--- config.mk ---
export PLATFORM = sky130hd
export DESIGN_NAME = samp_fifo_reader
export DESIGN_NICKNAME = d
export VERILOG_FILES = /design/src/rtl/samp_pkg.sv /design/src/rtl/samp_skid.sv /design/src/rtl/samp_fifo_reader.sv
export SDC_FILE = /design/constraint.sdc
export NUM_CORES = 1
export LEC_CHECK = 0
export CELL_PAD_IN_SITES_DETAIL_PLACEMENT = 1
export CELL_PAD_IN_SITES_GLOBAL_PLACEMENT = 1
export CORE_MARGIN = 4
export CORE_UTILIZATION = 42
export CTS_BUF_LIST = sky130_fd_sc_hd__clkbuf_4
export CTS_CLUSTER_SIZE = 12
export DETAILED_ROUTE_END_ITERATION = 10
export PLACE_DENSITY = 0.87
export SLEW_MARGIN = 20
export SYNTH_ARGS = -nofsm -noshare
export SYNTH_HDL_FRONTEND = slang
export SYNTH_HIERARCHICAL = 1
export SYNTH_SLANG_ARGS = --single-unit
export TNS_END_PERCENT = 1
--- constraint.sdc ---
create_clock -name Clk -period 3.4 [get_ports Clk]
set_input_delay 0.34 -clock Clk [delete_from_list [all_inputs] [get_ports Clk]]
set_output_delay 0.34 -clock Clk [all_outputs]
set_load 0.005 [all_outputs]
--- src/rtl/samp_pkg.sv ---
// Shared I/Q sample types for the sample FIFO and its read-side drain.
// Latency: n/a (types and constants only).
// Backpressure: n/a.
// Contents: SAMP_W sample component width, Samp {I, Q} packed sample,
// skid occupancy encodings.
package samp_pkg;

  localparam int SAMP_W = 24;

  // I occupies the upper half so the packed value reads as {I[23:0], Q[23:0]}.
  typedef struct packed {
    logic signed [SAMP_W-1:0] i;
    logic signed [SAMP_W-1:0] q;
  } Samp;

  // Skid occupancy: number of samples held locally.
  localparam logic [1:0] CNT_EMPTY = 2'd0;
  localparam logic [1:0] CNT_ONE   = 2'd1;
  localparam logic [1:0] CNT_FULL  = 2'd2;

endpackage

--- src/rtl/samp_skid.sv ---
// Two-entry register slice: head (H) feeds the output, second (S) absorbs one extra sample.
// Latency: a sample written on pop is visible at head the cycle after the pop edge.
// Backpressure: caller must not pop at FULL; xfer only drains, flush empties at the next edge.
// Ports: Clk, Reset (async active-high), pop/xfer/flush strobes, din (sample in),
//        cnt (occupancy), head (oldest sample).
module samp_skid
  import samp_pkg::*;
(
  input  logic       Clk,
  input  logic       Reset,
  input  logic       pop,
  input  logic       xfer,
  input  logic       flush,
  input  Samp        din,
  output logic [1:0] cnt,
  output Samp        head
);

  logic [1:0] cnt_q, cnt_d;
  Samp        h_q, h_d;
  Samp        s_q, s_d;

  always_comb begin
    cnt_d = cnt_q;
    h_d   = h_q;
    s_d   = s_q;
    case (cnt_q)
      CNT_EMPTY: begin
        if (pop) begin
          h_d   = din;
          cnt_d = CNT_ONE;
        end
      end
      CNT_ONE: begin
        if (pop && xfer) begin
          // Head leaves and is replaced in the same edge: stays at ONE.
          h_d = din;
        end else if (pop) begin
          s_d   = din;
          cnt_d = CNT_FULL;
        end else if (xfer) begin
          cnt_d = CNT_EMPTY;
        end
      end
      CNT_FULL: begin
        if (xfer) begin
          h_d   = s_q;
          cnt_d = CNT_ONE;
        end
      end
      default: cnt_d = CNT_EMPTY;
    endcase
    // Flush discards whatever is held; data registers are left as-is.
    if (flush) begin
      cnt_d = CNT_EMPTY;
    end
  end

  always_ff @(posedge Clk or posedge Reset) begin
    if (Reset) begin
      cnt_q <= CNT_EMPTY;
      h_q   <= '0;
      s_q   <= '0;
    end else begin
      cnt_q <= cnt_d;
      h_q   <= h_d;
      s_q   <= s_d;
    end
  end

  assign cnt  = cnt_q;
  assign head = h_q;

endmodule

--- src/rtl/samp_fifo_reader.sv ---
// Read-side drain of the I/Q sample FIFO into a 2-entry skid, presented on PushOut/StopOut.
// Latency: sample popped at edge N is on SampIOut/SampQOut with PushOut=1 the cycle after N.
// Backpressure: StopOut only stalls the skid; FIFO pops stop once both entries are full.
// Ports: Clk, Reset (async active-high); fifo_samp/fifo_empty/fifo_PullOut to the FIFO;
//        FlushIn; PushOut/StopOut/SampIOut/SampQOut downstream;
//        SampCount/StallCount only when SAMP_READER_STATS_EN is defined.
module samp_fifo_reader
  import samp_pkg::*;
#(
  parameter int unsigned CNT_W   = 32,
  parameter int unsigned STALL_W = 16
) (
  input  logic                     Clk,
  input  logic                     Reset,
  input  Samp                      fifo_samp,
  input  logic                     fifo_empty,
  output logic                     fifo_PullOut,
  input  logic                     FlushIn,
  output logic                     PushOut,
  input  logic                     StopOut,
  output logic signed [SAMP_W-1:0] SampIOut,
  output logic signed [SAMP_W-1:0] SampQOut
`ifdef SAMP_READER_STATS_EN
  ,
  output logic [CNT_W-1:0]         SampCount,
  output logic [STALL_W-1:0]       StallCount
`endif
);

  if (CNT_W == 0 || STALL_W == 0) begin : g_bad_width
    $error("samp_fifo_reader: counter widths must be non-zero");
  end

  logic [1:0] cnt;
  Samp        head;
  logic       pop;
  logic       xfer;

  // Pop depends only on local occupancy, never on StopOut. Reset is folded
  // in so the strobe is low while reset is held even with the FIFO non-empty.
  assign pop          = ~Reset & ~fifo_empty & (cnt != CNT_FULL) & ~FlushIn;
  assign fifo_PullOut = pop;
  assign PushOut      = (cnt != CNT_EMPTY);
  assign xfer         = PushOut & ~StopOut;
  assign SampIOut     = head.i;
  assign SampQOut     = head.q;

  samp_skid u_skid (
    .Clk   (Clk),
    .Reset (Reset),
    .pop   (pop),
    .xfer  (xfer),
    .flush (FlushIn),
    .din   (fifo_samp),
    .cnt   (cnt),
    .head  (head)
  );

`ifdef SAMP_READER_STATS_EN
  logic [CNT_W-1:0]   samp_cnt_q, samp_cnt_d;
  logic [STALL_W-1:0] stall_cnt_q, stall_cnt_d;

  always_comb begin
    samp_cnt_d  = samp_cnt_q;
    stall_cnt_d = stall_cnt_q;
    // Delivered count wraps; an xfer in a flush cycle still counts.
    if (xfer) begin
      samp_cnt_d = samp_cnt_q + CNT_W'(1);
    end
    // Stall count saturates rather than wrapping.
    if (PushOut && StopOut && (stall_cnt_q != '1)) begin
      stall_cnt_d = stall_cnt_q + STALL_W'(1);
    end
  end

  always_ff @(posedge Clk or posedge Reset) begin
    if (Reset) begin
      samp_cnt_q  <= '0;
      stall_cnt_q <= '0;
    end else begin
      samp_cnt_q  <= samp_cnt_d;
      stall_cnt_q <= stall_cnt_d;
    end
  end

  assign SampCount  = samp_cnt_q;
  assign StallCount = stall_cnt_q;
`endif

endmodule

==> summary.md <==
| Metric | Value |
|---|---|
| Ys async rst share | `1.000` |
| Initial antenna violation count | `0` |
| IO Pins | `between 100 and 150` |
| Cell variety after synth | `19` |
| Final Hold Fails | `0` |
| CTS tree | `done` |
| Largest net degree at the start of global routing | `slightly below 60` |
| Share of layout cells above drive strength 1 | `0.3786` |
| Sw Ratio | `0.2422` |
| Gr usage total | `0.1622` |
| Worst slew margin | `0.6412` |
| Final WL | `9.051 mm` |
| Die height | `109.9 microns` |
| Maximum vdd drop | `about 260 uV` |
| Initial Util | `0.4383` |
| FF/Latch Area | `2452 sq um` |
| Reg power frac | `0.545` |
| Critical Path AT | `between 1.5 and 2 ns` |
| First-pass GRT wire length | `about 15 mm` |
| Final setup fails | `0` |
| CTS Buf Count | `9` |
| Tcrit/Tclk final | `0.6760` |
| Rows | `36` |
| Clock Power Share | `0.204` |
| Delay-heaviest family, CP | `buffers and inverters` |
| Worst-case clock buffer depth | `2` |
| Status | `complete, no violations` |
| Cell chain of the critical path | `a2111oi_2, clkdlybuf4s50_1` |
| Vias | `2600` |
| Post-CTS Resized | `0` |
| Die Area | `12080 sq um` |
| Max Fclk | `about 440 MHz` |
| Fill count | `960` |
| Mapped Cells | `about 270` |
| Ant diodes | `0` |
| Reg2reg setup slack | `about 1.2 ns` |
| DRT iter0 DRCs | `between 60 and 70` |
| Area added between synthesis and finish | `29.31%` |
| Port bufs | `approximately 100` |
| Floorplan core area | `9955 sq um` |
| Top cells by count, synth | `102 x mux2_2, 98 x dfrtp_1, 24 x mux2_1` |
| Setup tns final | `0 ns` |
| CP required | `roughly 3.1 ns` |
| RR Endpoint | `u_skid/s_q[44]` |
| Count leader, synth | `mux2_2` |
| Fin. max-slew vios | `0` |
| Post-route ant nets | `0` |
| Switching power total | `between 600 and 700 uW` |
| Slowest CP cell | `clkdlybuf4s50_1` |
| Int Pwr | `~2.2 mW` |
| Origin of the critical flop-to-flop path | `u_skid/cnt[1]` |
| Min-Delay Path Class | `in -> async` |
| Yosys reg bits | `98` |
| Hold_ws | `about 0.38 ns` |
| Reg2reg path depth | `5` |
| Die W | `109.9 microns` |
| Max-cap violations | `0` |
| Clk slew on worst S/H paths | `around 0.13 ns` |
| Max FO, Critical Path | `6` |
| Clock sinks | `98` |
| Number of synthesized flops with an enable pin | `0` |
| Multi-input combinational cell area | `between 1500 and 2000 sq um` |
| Worst path bufs/invs | `1` |
| Yosys warning count | `6` |
| Synth area leaders | `dfrtp_1 56%, mux2_2 26%, mux2_4 6.2%` |
| Crit-path max cell delay | `slightly below 0.6 ns` |
| Critical path class | `reg -> out` |
| Synth Flop Type | `dfrtp_1` |
| Post-route DRC | `0` |
| Minimum clock period | `around 2.3 ns` |
| Leakage | `about 2.5 nW` |
| Drt wl/cell | `17.54 microns` |
| Area leader, netlist | `dfrtp_1` |
| Routability cong. | `0.6951` |
| Total grt overflow | `0` |
| Logic pwr share | `0.251` |
| CTS root buf | `clkbuf_4` |
| Nets | `roughly 430` |
| Cts hold-fix bufs | `0` |
| Crit start category | `flop` |
| Post-DP HPWL | `roughly 6.5 mm` |
| Post-CTS Setup Bufs | `0` |
| Power Density | `~510 nW/um^2` |
| Drt pass-1 iters | `4` |
| CP endpoint kind | `output pin` |
| Worst Tran Pin Value | `0.5381 ns` |
| Vias in the first global route | `2914` |
| Synth top area share | `0.5621` |
| RSZ-0062 raised after global routing | `no` |
| Syn Area/Cell | `approximately 16 sq um` |
| Clk_lat worst skew | `a little over 0.4 ns` |
| Drt via density | `around 5.0` |
| Final Skew | `between 0.01 and 0.015 ns` |
| Seq/Total Area, Yosys | `0.5621` |
| Cell Area, Synth | `approximately 4400 sq um` |
| H-tree depth | `3` |
| Mapped Nets | `326` |
==> power groups by stage <==
| stage | registers (mW) | clock network, mW | logic, mW |
|---|---|---|---|
| after detailed placement | 1.59 | 0 | 0.731 |
| after global routing | 1.60 | 0.665 | 0.784 |
| final | 1.56 | 0.583 | 0.718 |
| after global placement | 1.57 | 0 | 0.703 |
| after CTS | 1.56 | 0.611 | 0.735 |
| after floorplan | 1.56 | 0 | 0.307 |
==> area by class of cell <==
type	count	area share
repair buffers	109	0.1925
well taps	133	0.02950
multi-input cells	158	0.3189
inverters	2	0.001774
clock inverters	5	0.007984
flip-flops and latches	98	0.4347
clock buffers	11	0.01464
==> sequential cells by signal (all words and copies together), names as in the netlist <==
signal	cells
u_skid/cnt	2
u_skid/s_q	48
u_skid/head	48
==> kinds of logic after synthesis <==
family	after synthesis	share of synthesized area
buf+inv	17	0.02782
mux	144	0.3872
compound gates	4	0.008891
flops	98	0.5621
simple gates	10	0.01405
==> routing by layer <==
metal	up-vias	global-route usage	share of wire
met5	-	0	0
met4	0	0.05076	0.012
met3	9	0.03171	0.041
met2	67	0.2704	0.49
met1	1331	0.2133	0.46
li1	1193	-	-
==> worst max-delay path by stage <==
stage                        from         endpoint  slack, ns  cells past startpoint
floorplan                   Reset    u_skid/cnt[0]       0.50                      1
global placement            Reset  u_skid/head[14]       0.93                      6
detailed placement          Reset    u_skid/s_q[2]       0.84                      6
CTS                 u_skid/cnt[1]     fifo_PullOut       1.06                      2
global route        u_skid/cnt[1]     fifo_PullOut       0.98                      2
finish              u_skid/cnt[1]     fifo_PullOut       1.10                      2
==> per-stage QoR <==
stage	utilization	area, sq um	setup WS (ns)	std cells	total power [mW]
2_1_floorplan	-	4363	0.4979	273	1.866
3_3_place_gp	0.5539	5514	0.9257	500	2.273
3_5_place_dp	0.5539	5514	0.8354	500	2.317
4_1_cts	0.5667	5642	1.057	516	2.910
5_1_grt	0.5667	5642	0.9818	516	3.046
6_report	0.5667	5642	1.102	516	2.858
==> cell usage in the layout (no fill, tap or decap) <==
cell type,n
a2111oi_2,1
a211oi_1,1
a21bo_2,1
a31oi_1,1
buf_12,1
buf_4,6
bufinv_16,1
clkbuf_4,11
clkdlybuf4s50_1,102
clkinv_1,4
dfrtp_1,98
inv_1,1
inv_4,1
mux2_1,24
mux2_2,102
mux2_4,18
nand2_1,2
nand2b_1,1
nand2b_2,1
nand3b_1,1
nor2b_1,1
nor2b_2,1
nor2b_4,1
or2_1,1
or3_1,1
Note: power is estimated with default switching activity, not from simulation.
